[src/rtl/gf16_mul_issue_ctrl.sv]
// rtl/gf16_mul_issue_ctrl.sv - issue/collect wrapper for the GF(2^16) systolic multiplier array
module gf16_mul_issue_ctrl #(
  parameter int LATENCY    = 12,
  parameter int FIFO_DEPTH = 16,
  parameter int TAG_W      = 4,
  parameter int ISSUE_GAP  = 1
) (
  input  logic             clk,
  input  logic             rst,
  input  logic             in_valid,
  output logic             in_ready,
  input  logic [15:0]      in_a,
  input  logic [15:0]      in_b,
  input  logic [15:0]      in_g,
  input  logic [TAG_W-1:0] in_tag,
  output logic             ctr,
  output logic [16:1]      ai,
  output logic [16:1]      bi,
  output logic [16:1]      gi,
  input  logic [1:16]      po,
  output logic             out_valid,
  input  logic             out_ready,
  output logic [15:0]      out_p,
  output logic [TAG_W-1:0] out_tag
);

  localparam int PTR_W = (FIFO_DEPTH > 1) ? $clog2(FIFO_DEPTH) : 1;
  localparam int CNT_W = $clog2(FIFO_DEPTH + 1);
  localparam int OCC_W = $clog2(LATENCY + FIFO_DEPTH + 1);
  localparam int GAP_W = (ISSUE_GAP > 1) ? $clog2(ISSUE_GAP) : 1;
  localparam logic [PTR_W-1:0] PTR_LAST = PTR_W'(FIFO_DEPTH - 1);
  localparam logic [CNT_W-1:0] CNT_FULL = CNT_W'(FIFO_DEPTH);
  localparam logic [GAP_W-1:0] GAP_LOAD = GAP_W'(ISSUE_GAP - 1);

  logic             hold_full_q;
  logic [15:0]      hold_a_q, hold_b_q, hold_g_q;
  logic [TAG_W-1:0] hold_tag_q;
  logic [GAP_W-1:0] gap_q, gap_d;
  logic [LATENCY-1:0] vld_q;
  logic [TAG_W-1:0] tag_pipe_q [LATENCY];
  logic [15:0]      mem_p_q   [FIFO_DEPTH];
  logic [TAG_W-1:0] mem_tag_q [FIFO_DEPTH];
  logic [PTR_W-1:0] wr_ptr_q, wr_ptr_d, rd_ptr_q, rd_ptr_d;
  logic [CNT_W-1:0] cnt_q, cnt_d;
  logic [OCC_W-1:0] occ;
  logic             credits_ok, issue_now, fifo_push, fifo_pop;

  // Credits cover every product that still needs a FIFO slot: in the pipe or already stored.
  always_comb begin
    occ = OCC_W'(cnt_q);
    for (int i = 0; i < LATENCY; i++) begin
      occ = occ + OCC_W'(vld_q[i]);
    end
    credits_ok = occ < OCC_W'(FIFO_DEPTH);
  end

  assign issue_now = !rst && hold_full_q && credits_ok && (gap_q == '0);
  assign in_ready  = !rst && (!hold_full_q || issue_now);
  assign ctr       = issue_now;
  // Operand bit i of the 16-bit inputs lands on array lane i+1.
  assign ai        = issue_now ? hold_a_q : '0;
  assign bi        = issue_now ? hold_b_q : '0;
  assign gi        = issue_now ? hold_g_q : '0;

  assign fifo_push = vld_q[LATENCY-1];
  assign out_valid = (cnt_q != '0);
  assign fifo_pop  = out_valid && out_ready;
  assign out_p     = out_valid ? mem_p_q[rd_ptr_q] : '0;
  assign out_tag   = out_valid ? mem_tag_q[rd_ptr_q] : '0;

  // Next-state for gap counter, FIFO pointers and occupancy.
  always_comb begin
    gap_d = gap_q;
    if (issue_now) begin
      gap_d = GAP_LOAD;
    end else if (gap_q != '0) begin
      gap_d = gap_q - GAP_W'(1);
    end
    wr_ptr_d = wr_ptr_q;
    if (fifo_push) begin
      wr_ptr_d = (wr_ptr_q == PTR_LAST) ? '0 : wr_ptr_q + PTR_W'(1);
    end
    rd_ptr_d = rd_ptr_q;
    if (fifo_pop) begin
      rd_ptr_d = (rd_ptr_q == PTR_LAST) ? '0 : rd_ptr_q + PTR_W'(1);
    end
    cnt_d = cnt_q;
    if (fifo_push && !fifo_pop) begin
      cnt_d = cnt_q + CNT_W'(1);
    end else if (!fifo_push && fifo_pop) begin
      cnt_d = cnt_q - CNT_W'(1);
    end
  end

  // One-entry holding register: refills in the same cycle it issues.
  always_ff @(posedge clk) begin
    if (rst) begin
      hold_full_q <= 1'b0;
    end else if (in_valid && in_ready) begin
      hold_full_q <= 1'b1;
      hold_a_q    <= in_a;
      hold_b_q    <= in_b;
      hold_g_q    <= in_g;
      hold_tag_q  <= in_tag;
    end else if (issue_now) begin
      hold_full_q <= 1'b0;
    end
  end

  // Issue spacing counter.
  always_ff @(posedge clk) begin
    if (rst) begin
      gap_q <= '0;
    end else begin
      gap_q <= gap_d;
    end
  end

  // Valid/tag pipe mirroring the array latency; clearing it drops in-flight products.
  always_ff @(posedge clk) begin
    if (rst) begin
      vld_q <= '0;
    end else begin
      vld_q[0] <= issue_now;
      for (int i = 1; i < LATENCY; i++) begin
        vld_q[i] <= vld_q[i-1];
      end
    end
    tag_pipe_q[0] <= hold_tag_q;
    for (int i = 1; i < LATENCY; i++) begin
      tag_pipe_q[i] <= tag_pipe_q[i-1];
    end
  end

  // Result FIFO pointers and count; credits keep a push from ever meeting a full FIFO.
  always_ff @(posedge clk) begin
    if (rst) begin
      wr_ptr_q <= '0;
      rd_ptr_q <= '0;
      cnt_q    <= '0;
    end else begin
      assert (!(fifo_push && cnt_q == CNT_FULL));
      wr_ptr_q <= wr_ptr_d;
      rd_ptr_q <= rd_ptr_d;
      cnt_q    <= cnt_d;
    end
  end

  // Result storage; po[1] (x^15) becomes bit 15 of the stored product.
  always_ff @(posedge clk) begin
    if (!rst && fifo_push) begin
      mem_p_q[wr_ptr_q]   <= po;
      mem_tag_q[wr_ptr_q] <= tag_pipe_q[LATENCY-1];
    end
  end

endmodule
[config.mk]
export PLATFORM = sky130hd
export DESIGN_NAME = gf16_mul_issue_ctrl
export DESIGN_NICKNAME = d
export VERILOG_FILES = /design/src/rtl/gf16_mul_issue_ctrl.sv
export SDC_FILE = /design/constraint.sdc
export NUM_CORES = 1
export LEC_CHECK = 0
export CORE_UTILIZATION = 51
export CTS_BUF_LIST = sky130_fd_sc_hd__clkbuf_16
export DETAILED_ROUTE_END_ITERATION = 8
export PLACE_DENSITY_LB_ADDON = 0.12
export SYNTH_ARGS = -nofsm -noshare
export SYNTH_HDL_FRONTEND = slang
export SYNTH_SLANG_ARGS = --single-unit
[constraint.sdc]
create_clock -name clk -period 17.71 [get_ports clk]
set_input_delay 4.4275 -clock clk [delete_from_list [all_inputs] [get_ports clk]]
set_output_delay 4.4275 -clock clk [all_outputs]
set_load 0.1 [all_outputs]
==> results of run 1 <==
==> final timing paths <==
check                                 from                   endpoint
setup reg to reg       vld_q[0]$_SDFF_PP0_      hold_a_q[9]$_DFFE_PP_
hold reg to reg   tag_pipe_q[2][8]$_DFF_P_  tag_pipe_q[2][12]$_DFF_P_
setup / recovery                       rst                      gi[1]
hold / removal    tag_pipe_q[2][8]$_DFF_P_  tag_pipe_q[2][12]$_DFF_P_
==> final cells by class <==
type,count,area (um2)
Multi-Input combinational cell,328,3850
Timing Repair Buffer,161,1560
Clock buffer,48,1200
Inverter,19,71.3
Sequential cell,451,12800
Clock inverter,35,236
Tap cell,442,553
Fill cell,2321,12300
==> stage by stage <==
| step | setup slack, ns | std cells |
|---|---|---|
| after global placement | 5.64 | 1401 |
| after global routing | 5.46 | 1484 |
| final | 5.55 | 1484 |
| after detailed placement | 5.57 | 1401 |
| after CTS | 5.55 | 1484 |
| after floorplan | 6.32 | 840 |
==> cell usage in the layout (no fill, tap or decap), drive strengths merged, types with 3 or more instances in the layout <==
cell type and n:
edfxtp 372, clkdlybuf4s50 142, mux4 80, dfxtp 79
clkbuf 48, a21boi 48, inv 35, nor2b 28
nor2 27, mux2 21, a221o 21, buf 19
ha 18, clkinv 16, and3 15, a21oi 9
nand2 7, fa 7, o21ai 5, o211ai 4
nand3 4, xor2 4, mux2i 4, or4 4
bufinv 3, a31oi 3
==> per-layer routing <==
layer / GRT usage [%] / vias up / wire [um]
li1: - / 3698 / -
met1: 28.6 / 4176 / 14500
met2: 33.8 / 270 / 16300
met3: 3.94 / 44 / 2030
met4: 5.17 / 0 / 558
met5: 0 / - / 0
==> power groups by stage <==
| stage | registers, W | logic (W) | clock network [W] |
|---|---|---|---|
| floorplan | 0.00121 | 0.000588 | 0 |
| global placement | 0.00124 | 0.000743 | 0 |
| detailed placement | 0.00124 | 0.000745 | 0 |
| CTS | 0.00122 | 0.000748 | 0.000930 |
| global route | 0.00122 | 0.000773 | 0.000971 |
| finish | 0.00121 | 0.000739 | 0.000912 |
==> cells by family (layout without fill, tap and decap cells) <==
group / Yosys count / after routing / share of synthesized area, %
flip-flops: 451 / 451 / 75.7
multiplexers: 105 / 105 / 12.3
AO/OA/AOI/OAI: 96 / 96 / 4.63
AND/OR/NAND/NOR: 95 / 95 / 3.10
buffers and inverters: 61 / 263 / 1.72
adder cells (fa/ha/maj): 25 / 25 / 2.17
XOR/XNOR: 6 / 6 / 0.312
other: 1 / 1 / 0.0223
==> worst register-to-register path, delay by kind of cell, from the launching register on <==
family	cells	cell delay, ns
simple gates	1	0.34
fa+ha+maj	5	2.23
buf+inv	3	0.62
flops	1	0.32
compound gates	3	0.48
==> state kept, by name, indices dropped and copies added (netlist names), named ones only <==
name / count
mem_p_q: 256
mem_tag_q: 64
tag_pipe_q: 48
hold_a_q: 16
hold_b_q: 16
hold_g_q: 16
vld_q: 12
cnt_q: 5
hold_tag_q: 4
rd_ptr_q: 4
wr_ptr_q: 4
gap_q: 1
hold_full_q: 1
==> results.sh, run 1 <==
export IMPL_htree_levels=2
export IMPL_finClkSkew_ns=0.0171
export IMPL_grt_pass1_wl_um=51100
export IMPL_pwr_share_comb_pct=25.8
export IMPL_cap_violations=0
export IMPL_power_density_mw_per_mm2=142
export IMPL_critPathCaptureType="primary output"
export IMPL_synth_cell_types=44
export IMPL_die_h_um=184
export IMPL_cp_start_kind="input pin"
export IMPL_cts_tree="done"
export IMPL_yosysMostFrequentCell="edfxtp_1"
export IMPL_post_cts_buffers=0
export IMPL_grt_max_degree=53
export IMPL_yosys_warnings=0
export IMPL_via_per_inst=5.52
export IMPL_detailed_place_hpwl_um=18600
export IMPL_worstPathCellList="clkdlybuf4s50_1, buf_4, or3b_2, or4_4, a21boi_1, clkdlybuf4s50_1"
export IMPL_final_hold_viol_count=0
export IMPL_crit_slowest_cell="clkdlybuf4s50_1"
export IMPL_grt_pass1_vias=8561
export IMPL_synth_common_cells="edfxtp_1, mux4_2, dfxtp_1"
export IMPL_rsz0062_at_grt="no"
export IMPL_area_growth_pct=20.1
export IMPL_die_width_um=184
export IMPL_seqPwrFrac_pct=42.4
export IMPL_post_route_period_util_pct=68.7
export IMPL_relSlewSlack_pct=13.5
export IMPL_cts_reportedPaths_clkPinSlew_ns=0.06
export IMPL_timing_fmax_mhz=82.2
export IMPL_clk_latency_ns=0.54
export IMPL_holdWs_ns=0.323
export IMPL_num_antenna_cells=0
export IMPL_crit_type="input pin to primary output"
export IMPL_synthArstFlopShare_pct=0
export IMPL_numPortBuffers=142
export IMPL_power_switching_w=0.000913
export IMPL_synth_cells=840
export IMPL_cts_sinks=451
export IMPL_fin_util_pct=62.2
export IMPL_placedInstanceArea_mm2=0.0188
export IMPL_whs_path_depth=0
export IMPL_drtIter0Drc=546
export IMPL_critPathBufInv=3
export IMPL_synthTopCellsByArea="edfxtp_1, mux4_2, dfxtp_1"
export IMPL_cpMostUsedCell="clkdlybuf4s50_1"
export IMPL_ys_seq_area_share_pct=75.7
export IMPL_final_setup_tns_ns=0
export IMPL_syn_area_per_cell_um2=20.1
export IMPL_cp_max_fo=50
export IMPL_cp_required_ns=13.28
export IMPL_grt_overflow_total=0
export IMPL_synth_edf_count=372
export IMPL_syn_nets=937
export IMPL_synth_seq_cells=451
export IMPL_drc=0
export IMPL_cts_resized=0
export IMPL_netSwitchingFraction_pct=31.9
export IMPL_cp_slowest_stage_delay_ns=1.17
export IMPL_tightest_slew_ns=1.29
export IMPL_run_status="complete, no violations"
export IMPL_cts_buffers=45
export IMPL_ir_worst_vdd_v=0.000112
export IMPL_p_leak_nw=6.70
export IMPL_cp_depth=6
export IMPL_r2r_setup_slack_ns=13.31
export IMPL_drv_slew=0
export IMPL_wirelength_um=33500
export IMPL_drive_gt1_share_pct=20.7
export IMPL_core_rowCount=66
export IMPL_synth_top_cell_area_share_pct=66.3
export IMPL_intPower_w=0.00195
export IMPL_syn_cell_area_mm2=0.0168
export IMPL_first_pass_iters=5
export IMPL_period_needed_ns=12.16
export IMPL_synth_top_flop_cell="edfxtp_1"
export IMPL_finalPower_w=0.00287
export IMPL_clk_path_buf_depth=3
export IMPL_cp_top_family="buffers and inverters"
export IMPL_grt_usage_pct=20.6
export IMPL_finalWeightedCongestion=0.771
export IMPL_dieArea_mm2=0.0338
export IMPL_p_clk_share_pct=31.8
export IMPL_netlist_top_cell_by_area="edfxtp_1"
export IMPL_cts_hold_buf=0
export IMPL_start_util_pct=51.8
export IMPL_antenna_found_initial=0
export IMPL_ant_nets=0
export IMPL_reg2reg_depth=12
export IMPL_setup_viol=0
export IMPL_cts_root_buffer="clkbuf_16"
export IMPL_design_area_mm2=0.0202
export IMPL_fin_nets=1103
export IMPL_num_io_pins=143
export IMPL_wire_per_inst_um=22.6
export IMPL_fp_coreArea_mm2=0.0325
export IMPL_routed_via_count=8188
export IMPL_crit_arrival_ns=7.73
export IMPL_min_path_type="flip-flop to flip-flop"
(Power assumes the default switching activity.)
==> run 2: changes to the inputs <==
- clock period: 17.71 -> 10.8 ns (I/O delays scaled with it)
==> run 2 against run 1 <==
Against the previous run:
- setup slack got worse by 3.5 ns
- first-iteration DRC count rose by 17%
- register-to-register slack got worse by 6.9 ns
- clock skew fell by 0.0041 ns
- largest power group unchanged
- critical path depth did not move
- via count rose by 0.48%
- cell count rose by 0.13%
- global-route usage rose by 0.49 points
- sequential power rose by 65%
- utilization rose by 0.17 points
- routed wire length rose by 2.5%
- non-clock buffer count did not move
==> results.sh, run 2 (synthesis gave the netlist of run 1 again) <==
export IMPL_run_status="complete, no violations"
export IMPL_antenna_found_initial=0
export IMPL_wire_per_inst_um=23.1
export IMPL_largest_reg_flops=256
export IMPL_htree_levels=2
export IMPL_min_path_type="flip-flop to flip-flop"
export IMPL_detailed_place_hpwl_um=19100
export IMPL_design_area_mm2=0.0203
export IMPL_cap_violations=0
export IMPL_cts_reportedPaths_clkPinSlew_ns=0.06
export IMPL_area_growth_pct=20.5
export IMPL_power_density_mw_per_mm2=235
export IMPL_grt_pass1_wl_um=52300
export IMPL_numPortBuffers=142
export IMPL_grt_max_degree=53
export IMPL_cts_buffers=46
export IMPL_layout_setup_ws_ns=2.07
export IMPL_start_util_pct=51.8
export IMPL_placedInstanceArea_mm2=0.0188
export IMPL_place_ws_ns=2.11
export IMPL_fin_nets=1104
export IMPL_clk_latency_ns=0.54
export IMPL_drive_gt1_share_pct=20.9
export IMPL_final_hold_viol_count=0
export IMPL_top_register="mem_p_q"
export IMPL_setup_viol=0
export IMPL_cp_start_kind="input pin"
export IMPL_grt_overflow_total=0
export IMPL_wirelength_um=34300
export IMPL_cts_tree="done"
export IMPL_grt_util_met3_pct=4.08
export IMPL_num_antenna_cells=0
export IMPL_cp_max_fo=50
export IMPL_rsz0062_at_grt="no"
export IMPL_finClkSkew_ns=0.0130
export IMPL_reg2reg_depth=12
export IMPL_grtUsageMet2_pct=34.8
export IMPL_final_cell_mix="edfxtp_1, clkdlybuf4s50_1, mux4_2"
export IMPL_grt_met1_usage_pct=29.0
export IMPL_final_setup_tns_ns=0
export IMPL_die_width_um=184
export IMPL_holdWs_ns=0.325
export IMPL_largest_registers="mem_p_q (256), mem_tag_q (64), tag_pipe_q (48)"
export IMPL_grt_pass1_vias=8782
export IMPL_cts_hold_buf=0
export IMPL_top_usage_layer="met2"
export IMPL_drtIter0Drc=637
export IMPL_core_rowCount=66
export IMPL_cts_resized=0
export IMPL_drv_slew=0
export IMPL_period_needed_ns=8.73
export IMPL_clk_path_buf_depth=3
export IMPL_finalWeightedCongestion=0.769
export IMPL_first_pass_iters=5
export IMPL_dieArea_mm2=0.0338
export IMPL_die_h_um=184
export IMPL_p_leak_nw=6.72
export IMPL_post_route_period_util_pct=80.9
export IMPL_routed_via_count=8227
export IMPL_cts_root_buffer="clkbuf_16"
export IMPL_tightest_slew_ns=1.33
export IMPL_num_io_pins=143
export IMPL_final_common_cell="edfxtp_1"
export IMPL_drc=0
export IMPL_fp_coreArea_mm2=0.0325
export IMPL_relSlewSlack_pct=11.3
export IMPL_via_per_inst=5.54
export IMPL_grt_usage_pct=21.1
export IMPL_critPathCaptureType="primary output"
export IMPL_timing_fmax_mhz=114
export IMPL_cts_sinks=451
export IMPL_whs_path_depth=0
export IMPL_ant_nets=0
export IMPL_ir_worst_vdd_v=0.000133
export IMPL_r2r_setup_slack_ns=6.41
export IMPL_crit_arrival_ns=6.03
export IMPL_post_cts_buffers=0
export IMPL_cp_required_ns=8.10
export IMPL_crit_type="input pin to primary output"
export IMPL_finalPower_w=0.00476
## run 2: worst paths after layout
kind | start | endpoint
setup / recovery | rst | ai[7]
hold / removal | tag_pipe_q[1][4]$_DFF_P_ | tag_pipe_q[1][8]$_DFF_P_
setup reg to reg | vld_q[5]$_SDFF_PP0_ | hold_b_q[13]$_DFFE_PP_
hold reg to reg | tag_pipe_q[1][4]$_DFF_P_ | tag_pipe_q[1][8]$_DFF_P_
## run 2: layout make-up
type,count,area [um2]
Timing Repair Buffer,161,1560
Fill cell,2358,12200
Multi-Input combinational cell,328,3850
Sequential cell,451,12800
Clock inverter,36,268
Clock buffer,49,1230
Tap cell,442,553
Inverter,19,71.3
## run 2: worst max-delay path, stage by stage
cell and delay, ns:
clkdlybuf4s50_1 0.40, buf_4 0.24, or3b_2 0.49, or4_4 0.71, a21boi_1 0.28, clkdlybuf4s50_1 1.17
## run 2: where the power goes
group / internal (W) / switching (W) / total (W) / leakage (nW)
logic: 0.000400 / 0.000810 / 0.00121 / 1.91
registers: 0.00193 / 0.0000694 / 0.00200 / 4.02
clock network: 0.000914 / 0.000637 / 0.00155 / 0.780
total: 0.00324 / 0.00152 / 0.00476 / 6.72
## run 2: routing by layer
| metal | vias to the layer above | share of wire (%) |
|---|---|---|
| li1 | 3703 | - |
| met1 | 4187 | 43 |
| met2 | 285 | 49 |
| met3 | 52 | 6.4 |
| met4 | 0 | 1.9 |
| met5 | - | 0 |
## run 2: stage by stage
stage,utilization (%),instances
5_1_grt,62.4,1486
3_3_place_gp,57.8,1401
2_1_floorplan,-,840
3_5_place_dp,57.8,1401
4_1_cts,62.4,1486
6_report,62.4,1486
==> run 3: changes to the inputs <==
- clock period: 10.8 -> 7.65 ns (I/O delays scaled with it)
==> run 3 against run 2 <==
Against the previous run:
- utilization is 0.34 points lower
- clock power grew 39%
- final area fell by 0.55%
- combinational power increased by 39%
- critical endpoint is now ai[10]
- largest power group unchanged
==> results.sh, run 3 (synthesis gave the netlist of run 1 again) <==
export IMPL_run_status="complete, no violations"
export IMPL_power_switching_w=0.00212
export IMPL_cts_reportedPaths_clkPinSlew_ns=0.06
export IMPL_cts_resized=0
export IMPL_startpoint="vld_q[0]$_SDFF_PP0_"
export IMPL_cts_sinks=451
export IMPL_die_h_um=184
export IMPL_grt_max_degree=53
export IMPL_dieArea_mm2=0.0338
export IMPL_netSwitchingFraction_pct=31.8
export IMPL_final_hold_viol_count=0
export IMPL_finClkSkew_ns=0.00759
export IMPL_final_common_cell="edfxtp_1"
export IMPL_cts_hold_buf=0
export IMPL_relSlewSlack_pct=22.6
export IMPL_post_cts_buffers=0
export IMPL_final_cell_mix="edfxtp_1, clkdlybuf4s50_1, mux4_2"
export IMPL_cap_violations=0
export IMPL_core_rowCount=66
export IMPL_grt_usage_pct=20.7
export IMPL_timing_fmax_mhz=147
export IMPL_detailed_place_hpwl_um=18800
export IMPL_min_from="tag_pipe_q[2][2]$_DFF_P_"
export IMPL_setup_viol=0
export IMPL_grt_pass1_wl_um=51200
export IMPL_reg2reg_depth=12
export IMPL_r2r_setup_slack_ns=3.32
export IMPL_seqPwrFrac_pct=42.6
export IMPL_power_density_mw_per_mm2=331
export IMPL_num_antenna_cells=0
export IMPL_post_route_period_util_pct=89.1
export IMPL_largest_registers="mem_p_q (256), mem_tag_q (64), tag_pipe_q (48)"
export IMPL_wire_per_inst_um=22.5
export IMPL_htree_levels=2
export IMPL_intPower_w=0.00455
export IMPL_crit_arrival_ns=4.91
export IMPL_area_growth_pct=19.8
export IMPL_holdWs_ns=0.324
export IMPL_cp_required_ns=5.74
export IMPL_tightest_slew_ns=1.16
export IMPL_largest_reg_flops=256
export IMPL_antenna_found_initial=0
export IMPL_critPathCaptureType="primary output"
export IMPL_cts_buffers=45
export IMPL_drtIter0Drc=583
export IMPL_ant_nets=0
export IMPL_cp_start_kind="flip-flop"
export IMPL_ir_worst_vdd_v=0.000246
export IMPL_pwr_share_comb_pct=25.2
export IMPL_cts_root_buffer="clkbuf_16"
export IMPL_p_leak_nw=6.81
export IMPL_first_pass_iters=5
export IMPL_cp_max_fo=26
export IMPL_routed_via_count=8205
export IMPL_rsz0062_at_grt="no"
export IMPL_start_util_pct=51.8
export IMPL_wirelength_um=33500
export IMPL_numPortBuffers=142
export IMPL_grt_pass1_vias=8563
export IMPL_top_register="mem_p_q"
export IMPL_clk_path_buf_depth=3
export IMPL_via_per_inst=5.52
export IMPL_die_width_um=184
export IMPL_num_io_pins=143
export IMPL_finalWeightedCongestion=0.736
export IMPL_drive_gt1_share_pct=25.6
export IMPL_fin_nets=1106
export IMPL_drv_slew=0
export IMPL_crit_path_end="ai[10]"
export IMPL_r2r_start="vld_q[0]$_SDFF_PP0_"
export IMPL_fp_coreArea_mm2=0.0325
export IMPL_final_setup_tns_ns=0
export IMPL_clk_latency_ns=0.53
export IMPL_min_path_type="flip-flop to flip-flop"
export IMPL_r2r_end="hold_g_q[2]$_DFFE_PP_"
export IMPL_grt_overflow_total=0
export IMPL_cts_tree="done"
export IMPL_crit_type="flip-flop to primary output"
export IMPL_drc=0
export IMPL_period_needed_ns=6.82
export IMPL_p_clk_share_pct=32.2
[run 3: cell types whose count changed in the layout (fill, tap and decap cells not counted), sizes merged]
cell / previous run / this run
clkinvlp: 0 / 2
inv: 32 / 30
buf: 19 / 72
clkbuf: 49 / 51
clkinv: 19 / 16
clkdlybuf4s50: 142 / 92
bufinv: 4 / 2
[run 3: per-stage QoR]
step                      utilization, %  power, W  std cells  setup WS (ns)  cell area, um2
after floorplan                        -   0.00416        840          0.760           16800
after global placement              57.5   0.00459       1404           1.48           18700
after detailed placement            57.5   0.00459       1404           1.40           18700
after CTS                           62.0   0.00674       1486          0.810           20200
after global routing                62.0   0.00691       1486          0.584           20200
final                               62.0   0.00667       1486          0.832           20200
[run 3: how the worst min path moves through the flow]
stage | end | slack [ns] | cells past startpoint
after global placement | tag_pipe_q[2][8]$_DFF_P_ | 0.31 | 0
after global routing | tag_pipe_q[2][10]$_DFF_P_ | 0.33 | 0
after floorplan | tag_pipe_q[0][10]$_DFF_P_ | 0.31 | 0
after CTS | tag_pipe_q[2][6]$_DFF_P_ | 0.33 | 0
final | tag_pipe_q[2][6]$_DFF_P_ | 0.32 | 0
after detailed placement | tag_pipe_q[2][6]$_DFF_P_ | 0.31 | 0
[run 3: cell type report]
| cell class | count | area (um2) |
|---|---|---|
| clock buffers | 51 | 1280 |
| clock inverters | 31 | 199 |
| fillers | 2370 | 12400 |
| inverters | 19 | 71.3 |
| multi-input cells | 328 | 3840 |
| flip-flops and latches | 451 | 12800 |
| well taps | 442 | 553 |
| repair buffers | 164 | 1470 |
[run 3: power groups by stage]
stage | logic (W) | registers [W] | clock network, W
3_3_place_gp | 0.00169 | 0.00290 | 0
4_1_cts | 0.00170 | 0.00285 | 0.00219
3_5_place_dp | 0.00169 | 0.00290 | 0
2_1_floorplan | 0.00136 | 0.00280 | 0
6_report | 0.00168 | 0.00284 | 0.00215
5_1_grt | 0.00176 | 0.00286 | 0.00229
[run 3: worst max-delay path, stage by stage (launching register included)]
cell and delay (ns):
dfxtp_1 0.32, fa_1 0.53, inv_1 0.05, fa_1 0.49, fa_1 0.42, fa_1 0.50, inv_1 0.04, ha_1 0.26
a21oi_1 0.15, nor2_1 0.13, o21ai_4 0.65, buf_4 0.41, a21boi_1 0.13, buf_4 0.26
[run 3: routing by layer]
metal  GRT usage, %  wire [um]  part of all wire, %  vias to the layer above
met3           4.10       2000                  6.0                       49
met1           29.0      14600                   44                     4192
met2           33.6      16300                   49                      268
met5              0          0                    0                        -
met4           4.90        528                  1.6                        0
li1               -          -                    -                     3696
